[config.mk]
export PLATFORM = sky130hd
export DESIGN_NAME = sdm_mash
export DESIGN_NICKNAME = d
export VERILOG_FILES = /design/src/rtl/sdm_pkg.sv /design/src/rtl/sdm_acc_stage.sv /design/src/rtl/sdm_mash.sv
export SDC_FILE = /design/constraint.sdc
export NUM_CORES = 1
export LEC_CHECK = 0
export CORE_MARGIN = 2
export CORE_UTILIZATION = 55
export DETAILED_ROUTE_END_ITERATION = 10
export GPL_TIMING_DRIVEN = 0
export MAX_ROUTING_LAYER = met4
export PLACE_DENSITY = 0.76
export SLEW_MARGIN = 20
export SYNTH_ARGS = -nofsm -noshare
export SYNTH_HDL_FRONTEND = slang
export SYNTH_SLANG_ARGS = --single-unit
[constraint.sdc]
create_clock -name nsh_clk -period 5 [get_ports nsh_clk]
set_input_delay 0.5 -clock nsh_clk [delete_from_list [all_inputs] [get_ports nsh_clk]]
set_output_delay 0.5 -clock nsh_clk [all_outputs]
set_load 0.02 [all_outputs]
[src/rtl/sdm_pkg.sv]
// Shared constants and helpers for the MASH sigma-delta modulator:
// output offset per order, dither LFSR definition and thermometer encoder.
package sdm_pkg;

  localparam logic [14:0] LFSR_TAPS = 15'h6000; // x^15 + x^14 + 1
  localparam logic [14:0] LFSR_SEED = 15'h0001;

  // Offset that makes the combiner sum non-negative for order n.
  function automatic logic [2:0] off_of(input logic [1:0] n);
    case (n)
      2'd2:    off_of = 3'd1;
      2'd3:    off_of = 3'd3;
      default: off_of = 3'd0;
    endcase
  endfunction

  function automatic logic [6:0] thrm_encode(input logic [2:0] lvl);
    logic [6:0] t;
    t = 7'd0;
    for (int i = 0; i < 7; i++) begin
      t[i] = (3'(i) < lvl);
    end
    return t;
  endfunction

endpackage

[src/rtl/sdm_acc_stage.sv]
// One first-order accumulator stage; the carry out is the stage's quantiser output.
module sdm_acc_stage #(
  parameter int W = 8
) (
  input  logic         clk,
  input  logic         rst_n,
  input  logic         clr,
  input  logic         active,
  input  logic         cin,
  input  logic [W-1:0] in_i,
  output logic [W-1:0] frac_o,
  output logic         carry_o
);

  logic [W:0] acc_q;
  logic [W:0] acc_d;

  always_comb begin
    if (clr || !active) begin
      acc_d = '0;
    end else begin
      acc_d = {1'b0, in_i} + {1'b0, acc_q[W-1:0]} + {{W{1'b0}}, cin};
    end
  end

  always_ff @(posedge clk or negedge rst_n) begin
    if (!rst_n) begin
      acc_q <= '0;
    end else begin
      acc_q <= acc_d;
    end
  end

  assign frac_o  = acc_q[W-1:0];
  assign carry_o = acc_q[W];

endmodule

[src/rtl/sdm_mash.sv]
// MASH 1-1-1 sigma-delta modulator with selectable order, optional LFSR dither
// and binary or thermometer registered output.
module sdm_mash
  import sdm_pkg::*;
#(
  parameter int W         = 8,
  parameter int ORDER_MAX = 3
) (
  input  logic                         nsh_clk,
  input  logic                         nsh_rst_n,
  input  logic [W-1:0]                 s_os,
  input  logic                         csr_flb_sdm_en,
  input  logic [1:0]                   csr_flb_sdm_order,
  input  logic                         csr_flb_sdm_thrm_en,
  input  logic                         csr_flb_sdm_dither_en,
  output logic [ORDER_MAX-1:0]         os_bin,
  output logic [(2**ORDER_MAX)-2:0]    os_thrm
);

  localparam logic [1:0] ORD_MAX = 2'(ORDER_MAX);
  localparam int         TW      = (2**ORDER_MAX) - 1;

  logic [1:0]                  ord_nz;
  logic [1:0]                  ord_eff;
  logic [1:0]                  order_q;
  logic                        chg;
  logic                        clr;
  logic [14:0]                 lfsr_q;
  logic [14:0]                 lfsr_d;
  logic [2:0]                  cur_c;
  logic [2:0]                  d1_q;
  logic [2:0]                  d1_d;
  logic [2:0]                  d2_q;
  logic [2:0]                  d2_d;
  logic [2:0]                  pos;
  logic [2:0]                  neg;
  logic [2:0]                  lvl;
  logic [6:0]                  thrm_full;
  logic [ORDER_MAX-1:0]        os_bin_d;
  logic [TW-1:0]               os_thrm_d;
  logic [ORDER_MAX-1:0]        carry_s;
  logic [ORDER_MAX:0][W-1:0]   frac_s;
  logic [W-1:0]                frac_last_unused;

  always_comb begin
    ord_nz  = (csr_flb_sdm_order == 2'd0) ? 2'd1 : csr_flb_sdm_order;
    ord_eff = (ord_nz < ORD_MAX) ? ord_nz : ORD_MAX;
  end

  // order_q == 0 only after reset, so the first enabled edge is never seen as a change
  assign chg = csr_flb_sdm_en && (order_q != 2'd0) && (order_q != ord_eff);
  assign clr = !csr_flb_sdm_en || chg;

  assign frac_s[0]        = s_os;
  assign frac_last_unused = frac_s[ORDER_MAX];

  genvar k;
  generate
    for (k = 0; k < ORDER_MAX; k++) begin : g_stage
      localparam logic [1:0] KIDX = 2'(k + 1);
      sdm_acc_stage #(.W(W)) u_stage (
        .clk     (nsh_clk),
        .rst_n   (nsh_rst_n),
        .clr     (clr),
        .active  (KIDX <= ord_eff),
        .cin     ((KIDX == ord_eff) && csr_flb_sdm_dither_en && lfsr_q[0]),
        .in_i    (frac_s[k]),
        .frac_o  (frac_s[k+1]),
        .carry_o (carry_s[k])
      );
    end
    for (k = 0; k < 3; k++) begin : g_carry
      if (k < ORDER_MAX) begin : g_live
        assign cur_c[k] = carry_s[k];
      end else begin : g_pad
        assign cur_c[k] = 1'b0;
      end
    end
  endgenerate

  // Noise-cancelling combiner; 3-bit modular arithmetic is exact since the level is 0..7.
  always_comb begin
    case (ord_eff)
      2'd2: begin
        pos = {2'b00, d1_q[0]} + {2'b00, cur_c[1]};
        neg = {2'b00, d1_q[1]};
      end
      2'd3: begin
        pos = {2'b00, d2_q[0]} + {2'b00, d1_q[1]} + {2'b00, cur_c[2]} + {2'b00, d2_q[2]};
        neg = {2'b00, d2_q[1]} + {1'b0, d1_q[2], 1'b0};
      end
      default: begin
        pos = {2'b00, cur_c[0]};
        neg = 3'd0;
      end
    endcase
    if (chg) begin
      lvl = off_of(ord_eff);
    end else begin
      lvl = off_of(ord_eff) + pos - neg;
    end
    thrm_full = thrm_encode(lvl);
  end

  always_comb begin
    lfsr_d = csr_flb_sdm_en ? {lfsr_q[13:0], ^(lfsr_q & LFSR_TAPS)} : LFSR_SEED;
    d1_d   = clr ? 3'd0 : cur_c;
    d2_d   = clr ? 3'd0 : d1_q;
    if (!csr_flb_sdm_en) begin
      os_bin_d  = '0;
      os_thrm_d = '0;
    end else if (csr_flb_sdm_thrm_en) begin
      os_bin_d  = '0;
      os_thrm_d = thrm_full[TW-1:0];
    end else begin
      os_bin_d  = lvl[ORDER_MAX-1:0];
      os_thrm_d = '0;
    end
  end

  always_ff @(posedge nsh_clk or negedge nsh_rst_n) begin
    if (!nsh_rst_n) begin
      order_q <= 2'd0;
      lfsr_q  <= LFSR_SEED;
      d1_q    <= 3'd0;
      d2_q    <= 3'd0;
      os_bin  <= '0;
      os_thrm <= '0;
    end else begin
      order_q <= ord_eff;
      lfsr_q  <= lfsr_d;
      d1_q    <= d1_d;
      d2_q    <= d2_d;
      os_bin  <= os_bin_d;
      os_thrm <= os_thrm_d;
    end
  end

endmodule

======== Word-level counts from Yosys, hierarchy flattened ========
Index checks and enable logic that the tools add are counted.
word-level totals
  input port bits ......................... 15
  output and inout port bits .............. 10
  flip-flop bits (word level) ............. 60
cells by class
  reduce and logical (&&, ||, !) cells .... 19
  equality and inequality tests ........... 6
  order comparisons ....................... 11
  muxes and demuxes ....................... 17
  add/sub/neg operators ................... 13
operator list
  kind                count
  $add 8x8->9         3
  $add 9x1->9         3
  $mux 9              3
  $mux 3              6
  $mux 15             1
  $reduce_xor 15->1   1
  $mux 7              2
  $pmux 3 s2          2
  $lt 3x3->1 const A  3
  $logic_and 1x1->1   8
  $lt 1x3->1 const A  2
  $lt 2x3->1 const A  2
  $add 1x1->2         2
  $eq 2x2->1 const A  2
  $eq 2x2->1 const B  2
  $le 2x2->1 const A  2
  $logic_not 1->1     4
  $logic_or 1x1->1    4
  $mux 2              2
  $pmux 2 s2          1
  $add 1x2->3         1
  $add 2x1->3         1
  $add 3x1->3         1
  $add 3x3->3         1
  other kinds (7)     7

======== Logic depth before layout (Yosys ltp) ========
Gate-level depths: netlist of run 1.
  depth after elaboration ................. 13
  gate-level depth with buffers ........... 13
  depth with buffers taken out ............ 13

======== Cells and area by module ========
From an unflattened synthesis of run 1, not the netlist that was laid out.
unflattened totals
  cell total of the unflattened synthesis .. 332
  area total of the unflattened synthesis .. 3399.5 sq um
modules (own cells, without submodules)
  module         area an instance (sq um)  times used  cells an instance
  sdm_acc_stage  639.4                     3           67
  sdm_mash       1481.4                    1           131

======== Worst setup path before layout of run 1 ========
No wires, ideal clock.
  kind .................................... reg2reg
  from .................................... register d1_q[1]
  to ...................................... register os_thrm[0]
  cell stages (with the launch flop) ...... 14
  slack ................................... 1237 ps
  arrival time ............................ 3626 ps
  period minus slack after synthesis ...... 3763 ps
  cell sequence ........................... dfrtp_1 > fa_1 > ha_1 > ha_1 > mux2_2 > nand2_1 > fa_1 > inv_1 > fa_1 > xor2_1 > mux2_2 > a2111o_1 > o211ai_2 > o21ai_0
between the ends
  cells in the longest elaborated chain, start to end .. 10
  elaborated cells between the ends (all ways) .. 11
  classes of those cells .................. add/sub (5); order compare (1); mux (5)
ends and longest elaborated chain
  element                 line             text
  start, declared         sdm_mash.sv:31   logic [2:0] d1_q;
  start signal, assigned  sdm_mash.sv:125  d1_q <= 3'd0;
  start signal, assigned  sdm_mash.sv:132  d1_q <= d1_d;
  $add 1x1->2             sdm_mash.sv:89   pos = {2'b00, d2_q[0]} + {2'b00, d1_q[1]} + {2'b00, cur_c[2]} + {2'b00, d2_q[2]};
  $add 2x1->3             sdm_mash.sv:89
  $add 3x1->3             sdm_mash.sv:89
  $pmux 3 s2              sdm_mash.sv:83   case (ord_eff)
  $add 3x3->3             sdm_mash.sv:100  lvl = off_of(ord_eff) + pos - neg;
  $sub 3x3->3 *           sdm_mash.sv:100
  $mux 3 *                sdm_mash.sv:97   if (chg) begin
  $lt 1x3->1 *            sdm_pkg.sv:21    t[i] = (3'(i) < lvl);
  $mux 7 *                sdm_mash.sv:112  end else if (csr_flb_sdm_thrm_en) begin
  $mux 7 *                sdm_mash.sv:109  if (!csr_flb_sdm_en) begin
  via os_thrm_d[0]        sdm_mash.sv:40   logic [TW-1:0] os_thrm_d;
  end signal, assigned    sdm_mash.sv:135  os_thrm <= os_thrm_d;
  end, declared           sdm_mash.sv:17   output logic [(2**ORDER_MAX)-2:0] os_thrm
Mark *: on every way through the listed nets, which the timed path passes. The rest lies on a longest branch.

======== Worst setup path after layout of run 1 ========
Ends and elaborated chain as after synthesis.

==> results of run 1 <==
## per-stage QoR
stage | instances | hold WS (ps) | instance area, um2
6_report | 398 | 455 | 3720
5_1_grt | 398 | 468 | 3720
3_5_place_dp | 381 | 306 | 3480
2_1_floorplan | 284 | 204 | 3130
3_3_place_gp | 380 | 440 | 3460
4_1_cts | 398 | 459 | 3720
## metal layers
metal	up-vias	global-route usage	wire length [um]
met1	1058	0.233	2530
met3	10	0.0735	266
li1	1049	-	-
met5	-	-	0
met4	0	0.0690	87
met2	49	0.365	2840
## synthesized netlist by cell type, drive strengths merged, types with 9 or more instances
cell	number
dfrtp	59
nor2	30
ha	25
and2	17
inv	16
a21oi	11
and3	11
nand2	11
fa	9
o21ai	9
## registers in the layout, summed over array words and instances (netlist names)
name	count
d2_q	3
g_stage.u_stage.acc_q	27
d1_q	3
lfsr_q	15
os_thrm	7
order_q	2
os_bin	3
## what timing repair did
action | in CTS | in global routing
gates resized for setup | 0 | 0
hold buffers | 1 | 0
hold endpoints to repair | 2 | 0
## logic make-up (layout without fill, tap and decap cells)
logic type	Yosys count	count (layout)	share of synthesized area
other	1	1	0.00120
adders and majority gates	34	34	0.158
muxes	6	6	0.0200
and+or+nand+nor	99	99	0.166
xor gates and xnor gates	12	12	0.0336
buffers and inverters	23	65	0.0308
DFF	60	60	0.481
AOI/OAI and AO/OA	49	49	0.110
## worst max path at each step
stage          slack, ps         end                 start  cells after the start
5_1_grt              840  os_thrm[0]               d1_q[1]                     13
2_1_floorplan       1240  os_thrm[0]               d1_q[1]                     13
3_5_place_dp        1010  os_thrm[0]  csr_flb_sdm_order[1]                     11
4_1_cts              990  os_thrm[0]               d1_q[1]                     13
3_3_place_gp        1010  os_thrm[0]  csr_flb_sdm_order[1]                     11
6_report            1000  os_thrm[0]               d1_q[1]                     13
## worst reg2reg max path, cell delays in order, from the launching register on
cell and delay (ps):
dfrtp_1 410, fa_1 480, ha_1 190, ha_1 270
mux2_2 130, nand2_1 60, fa_1 510, inv_1 50
fa_1 420, xor2_1 290, mux2_2 380, a2111o_1 410
o211ai_2 110, o21ai_0 130
## power by group
part	leakage [nW]	internal (W)	switching, W
logic	0.846	0.0000865	0.000106
clock network	0.106	0.000296	0.000197
registers	0.815	0.000507	0.0000152
## layout make-up
| cell class | instances | area, um2 |
|---|---|---|
| Tap cell | 72 | 90.1 |
| Timing Repair Buffer | 26 | 275 |
| Inverter | 16 | 60.1 |
| Clock buffer | 11 | 141 |
| Sequential cell | 60 | 1500 |
| Clock inverter | 5 | 83.8 |
| Buffer | 7 | 36.3 |
| Fill cell | 409 | 1790 |
| Multi-Input combinational cell | 201 | 1530 |
==> impl_results.md, run 1 <==
- Status: complete, no violations
- Worst path most repeated cell: fa_1
- Total congestion overflow: 0
- WL per Instance: 14.4 um
- R2R Path Start: d1_q[1]
- Pwr dens: 325 nW/um2
- Static Leak: 1.77 nW
- TritonCTS clock tree: done
- Pwr Total: 0.00121 W
- WP data required: 5200 ps
- Synth Instances: 284
- Endpoints failing setup: 0
- Ratio of cells with drive above 1 in the final layout: 0.0920
- Clk buf depth: 2
- Fin worst setup slack: 1000 ps
- Initial antenna violation count: 0
- Number of cells on the worst reg-to-reg path: 13
- Ys flop type: dfrtp_1
- Most frequent cells in the layout: 59 x dfrtp_1, 30 x nor2_1, 25 x ha_1, 23 x clkdlybuf4s50_1, 17 x and2_1
- Syn Area/Cell: 11.0 um2
- Crit path kind: reg2reg
- RSZ-0062 raised after global routing: false
- CP cell instances: fa_1 -> ha_1 -> ha_1 -> mux2_2 -> nand2_1 -> fa_1 -> inv_1 -> fa_1 -> xor2_1 -> mux2_2 -> a2111o_1 -> o211ai_2 -> o21ai_0
- FMAX: 250 MHz
- Post-layout util: 0.675
- Via count: 2,166
- Layout Skew: 9.23 ps
- Seq cells post-synth: 60
- Post-synth ARST share: 1.00
- Top delay family on crit path: adder cells
- Pre-CTS setup slack: 1010 ps
- Seq/Total Area, Yosys: 0.481
- Worst Setup End Kind: register
- Total GRT Usage: 0.213
- Full die area: 6300 um2
- Crit Path Max Fanout: 3
- First-pass DRT Iterations: 4
- Hold_sp: lfsr_q[12]
- Vias per cell: 5.44
- Die extent in x: 79.4 um
- WP data arrival: 4200 ps
- CP Launch Type: register
- Worst path bufs/invs: 1
- First-pass GRT wire length: 9880 um
- Tcrit/Tclk final: 0.800
- Post-DP HPWL: 4070 um
- Main area contributors after synthesis: dfrtp_1 47%, ha_1 10%, fa_1 5.8%, nor2_1 3.6%, and2_1 3.4%
- Final Slew Violations: 0
- Synth warn: 0
- Clk slew on worst S/H paths: 70 ps
- Clock Latency Late Sink: 340 ps
- CP peak stage delay: 510 ps
- Initial Util: 0.568
- Slowest-stage cell, CP: fa_1
- Top-level I/O count: 25
- Diodes inserted: 0
- Commonest non-fill, non-tap cell in the layout: dfrtp_1
- WL final: 5720 um
- Area Overhead vs Synth: 18.9%
- Largest net degree at the start of global routing: 59
- Die height: 79.4 um
- Fin. Hold Viols: 0
- Num CTS Buffers: 9
- Clk sinks: 60
- Max rail drop VDD: 0.000199 V
- Post-synth EDFFs: 0
- R2r setup slk: 1000 ps
- Syn Nets: 333
- PortBufs: 24
- Worst hold path depth: 1
- Routability Congestion: 0.823
- Detailed-route DRC error count: 0
- Core region area: 5510 um2
- Largest area contributor in the netlist: dfrtp_1
- Setup TNS: 0 ps
- Vias in the first global route: 2,238
- DRT iter0 DRCs: 100
- ANT nets after route: 0
- # Post-CTS Setup Buffers: 0
- H-tree levels: 3
- Min-Delay Path Class: reg2reg
- FP Rows: 27
- Worst hold endpoint: lfsr_q[13]
- Mapped Area: 3130 um2
- Post-layout nets: 370
- Clk root buf: clkbuf_8
- Area fraction of the dominant cell type after synthesis: 0.472
- Crit path time final: 4000 ps
- Max cap viols: 0
- FF-to-FF End: os_thrm[0]
- Netlist cell types: 40
(Power assumes the default switching activity.)
==> run 2, diff against run 1 <==
==> constraint.sdc (replaced) <==
create_clock -name nsh_clk -period 3.7 [get_ports nsh_clk]
set_input_delay 0.37 -clock nsh_clk [delete_from_list [all_inputs] [get_ports nsh_clk]]
set_output_delay 0.37 -clock nsh_clk [all_outputs]
set_load 0.02 [all_outputs]
==> impl_results.md, run 2 (synthesis gave the netlist of run 1 again) <==
- Global routing's busiest layer: met2
- Die extent in x: 79.4 um
- Crit Path Max Fanout: 3
- Crit path kind: reg2reg
- Die height: 79.4 um
- Failing checks: negative setup slack
- RSZ-0062 raised after global routing: true
- Setup TNS: -31.8 ps
- Fill cells: 406
- Clk slew on worst S/H paths: 60 ps
- Endpoints failing setup: 1
- WL final: 5920 um
- R2R Path Start: d2_q[0]
- Largest Register: g_stage.u_stage.acc_q
- Via count: 2,147
- GRT met3 Usage: 0.0645
- Least-Margin Pin Slew: 517 ps
- Post-layout util: 0.679
- Static Leak: 1.77 nW
- Clk root buf: clkbuf_8
- First-pass DRT Iterations: 4
- Max cap viols: 0
- Detailed-route DRC error count: 0
- Crit path time final: 3730 ps
- ANT nets after route: 0
- DRT iter0 DRCs: 126
- FP Rows: 27
- Top-level I/O count: 25
- Final Slew Violations: 0
- WP data arrival: 3940 ps
- Most frequent cells in the layout: 59 x dfrtp_1, 30 x nor2_1, 23 x ha_1, 23 x clkdlybuf4s50_1, 17 x and2_1
- Full die area: 6300 um2
- FMAX: 268 MHz
- First-pass GRT wire length: 9760 um
- Tcrit/Tclk final: 1.01
- Pwr dens: 419 nW/um2
- WL per Instance: 14.8 um
- Num CTS Buffers: 9
- Layout Skew: 5.54 ps
- Clk buf depth: 2
- CP Launch Type: register
- Grt met1 use: 0.235
- Min-Delay Path Class: reg2reg
- WP data required: 3910 ps
- Area Overhead vs Synth: 19.5%
- TritonCTS clock tree: done
- Routability Congestion: 0.818
- Initial antenna violation count: 0
- Post-placement cell area: 3480 um2
- Largest net degree at the start of global routing: 33
- Post-DP HPWL: 4110 um
- Status: finished with violations
- Clock Latency Late Sink: 340 ps
- Diodes inserted: 0
- Total congestion overflow: 0
- Number of cells on the worst reg-to-reg path: 13
- Fin. Hold Viols: 0
- Worst hold path depth: 1
- Commonest non-fill, non-tap cell in the layout: dfrtp_1
- Ratio of cells with drive above 1 in the final layout: 0.116
- Top Registers: g_stage.u_stage.acc_q: 27 flops, lfsr_q: 15 flops, os_thrm: 7 flops
- FF-to-FF End: os_thrm[0]
- Vias in the first global route: 2,189
- Fin worst setup slack: -31.8 ps
- PortBufs: 24
- Total GRT Usage: 0.213
- Finished layout cell area: 3740 um2
- Post-layout nets: 372
- Hold_sp: lfsr_q[4]
- Slew margin rel.: 0.645
- Initial Util: 0.568
- Core region area: 5510 um2
- Worst Setup End Kind: register
- Max reg flops: 27
- M2 GR Usage: 0.359
- R2r setup slk: -30 ps
- Max rail drop VDD: 0.000309 V
- Vias per cell: 5.37
- H-tree levels: 3
- Clk sinks: 60
- Worst hold endpoint: lfsr_q[5]
[run 2: cell count changes in the layout (fill, tap and decap cells not counted), sizes merged]
cell      change
clkinv        +2
inv           -1
bufinv        -1
clkbuf        +1
clkinvlp      -1
buf           +2
[run 2: routing by layer]
layer  wire length [um]  vias to the layer above  share of wire
met1               2560                     1042           0.43
met3                224                       13          0.038
met4                138                        0          0.023
met5                  0                        -              0
li1                   -                     1049              -
met2               3000                       43           0.51
[run 2: through the flow]
stage	total power [W]	hold WS, ps	std cells	setup slack [ps]
after floorplan	0.000889	74.4	284	3.09
after global placement	0.000967	439	380	-150
after detailed placement	0.000976	313	381	-164
after CTS	0.00158	457	400	14.4
after global routing	0.00165	469	400	-163
final	0.00157	459	400	-31.8
[run 2: power breakdown]
part / switching (W) / internal (W) / total [W]
Clock: 0.000250 / 0.000345 / 0.000596
Combinational: 0.000146 / 0.000121 / 0.000266
Sequential: 0.0000197 / 0.000686 / 0.000706
[run 2: layout make-up]
class | count | area, um2 | share of cell area
Sequential cell | 60 | 1500 | 0.402
Inverter | 16 | 60.1 | 0.0161
Tap cell | 72 | 90.1 | 0.0241
Buffer | 7 | 36.3 | 0.00971
Multi-Input combinational cell | 201 | 1560 | 0.418
Clock buffer | 12 | 155 | 0.0415
Timing Repair Buffer | 28 | 283 | 0.0757
Clock inverter | 4 | 47.5 | 0.0127
[run 2: worst max-delay path: stages, from the launching register on]
cell	delay (ps)
dfrtp_1	400
fa_1	510
ha_2	220
ha_4	260
mux2_4	130
nand2_2	50
fa_1	510
inv_2	50
fa_2	380
xor2_2	190
mux2_4	320
a2111o_1	390
o211ai_2	100
o21ai_1	100
[run 2: what timing repair did]
item / 4_1_cts / 5_1_grt
pin swaps: 4 / 0
gates resized for setup: 2 / 5
hold buffers: 1 / 0
endpoints found under the setup margin: 3 / 5
endpoints found under the hold margin: 27 / 0
setup buffers: 2 / 0
[run 2: worst max path at each step]
stage             from         end  depth (start not counted)
2_1_floorplan  d1_q[1]  os_thrm[0]                         13
3_3_place_gp   d1_q[1]  os_thrm[0]                         13
3_5_place_dp   d1_q[1]  os_thrm[0]                         13
4_1_cts        d2_q[0]  os_thrm[0]                         13
5_1_grt        d1_q[1]  os_thrm[0]                         13
6_report       d2_q[0]  os_thrm[0]                         13
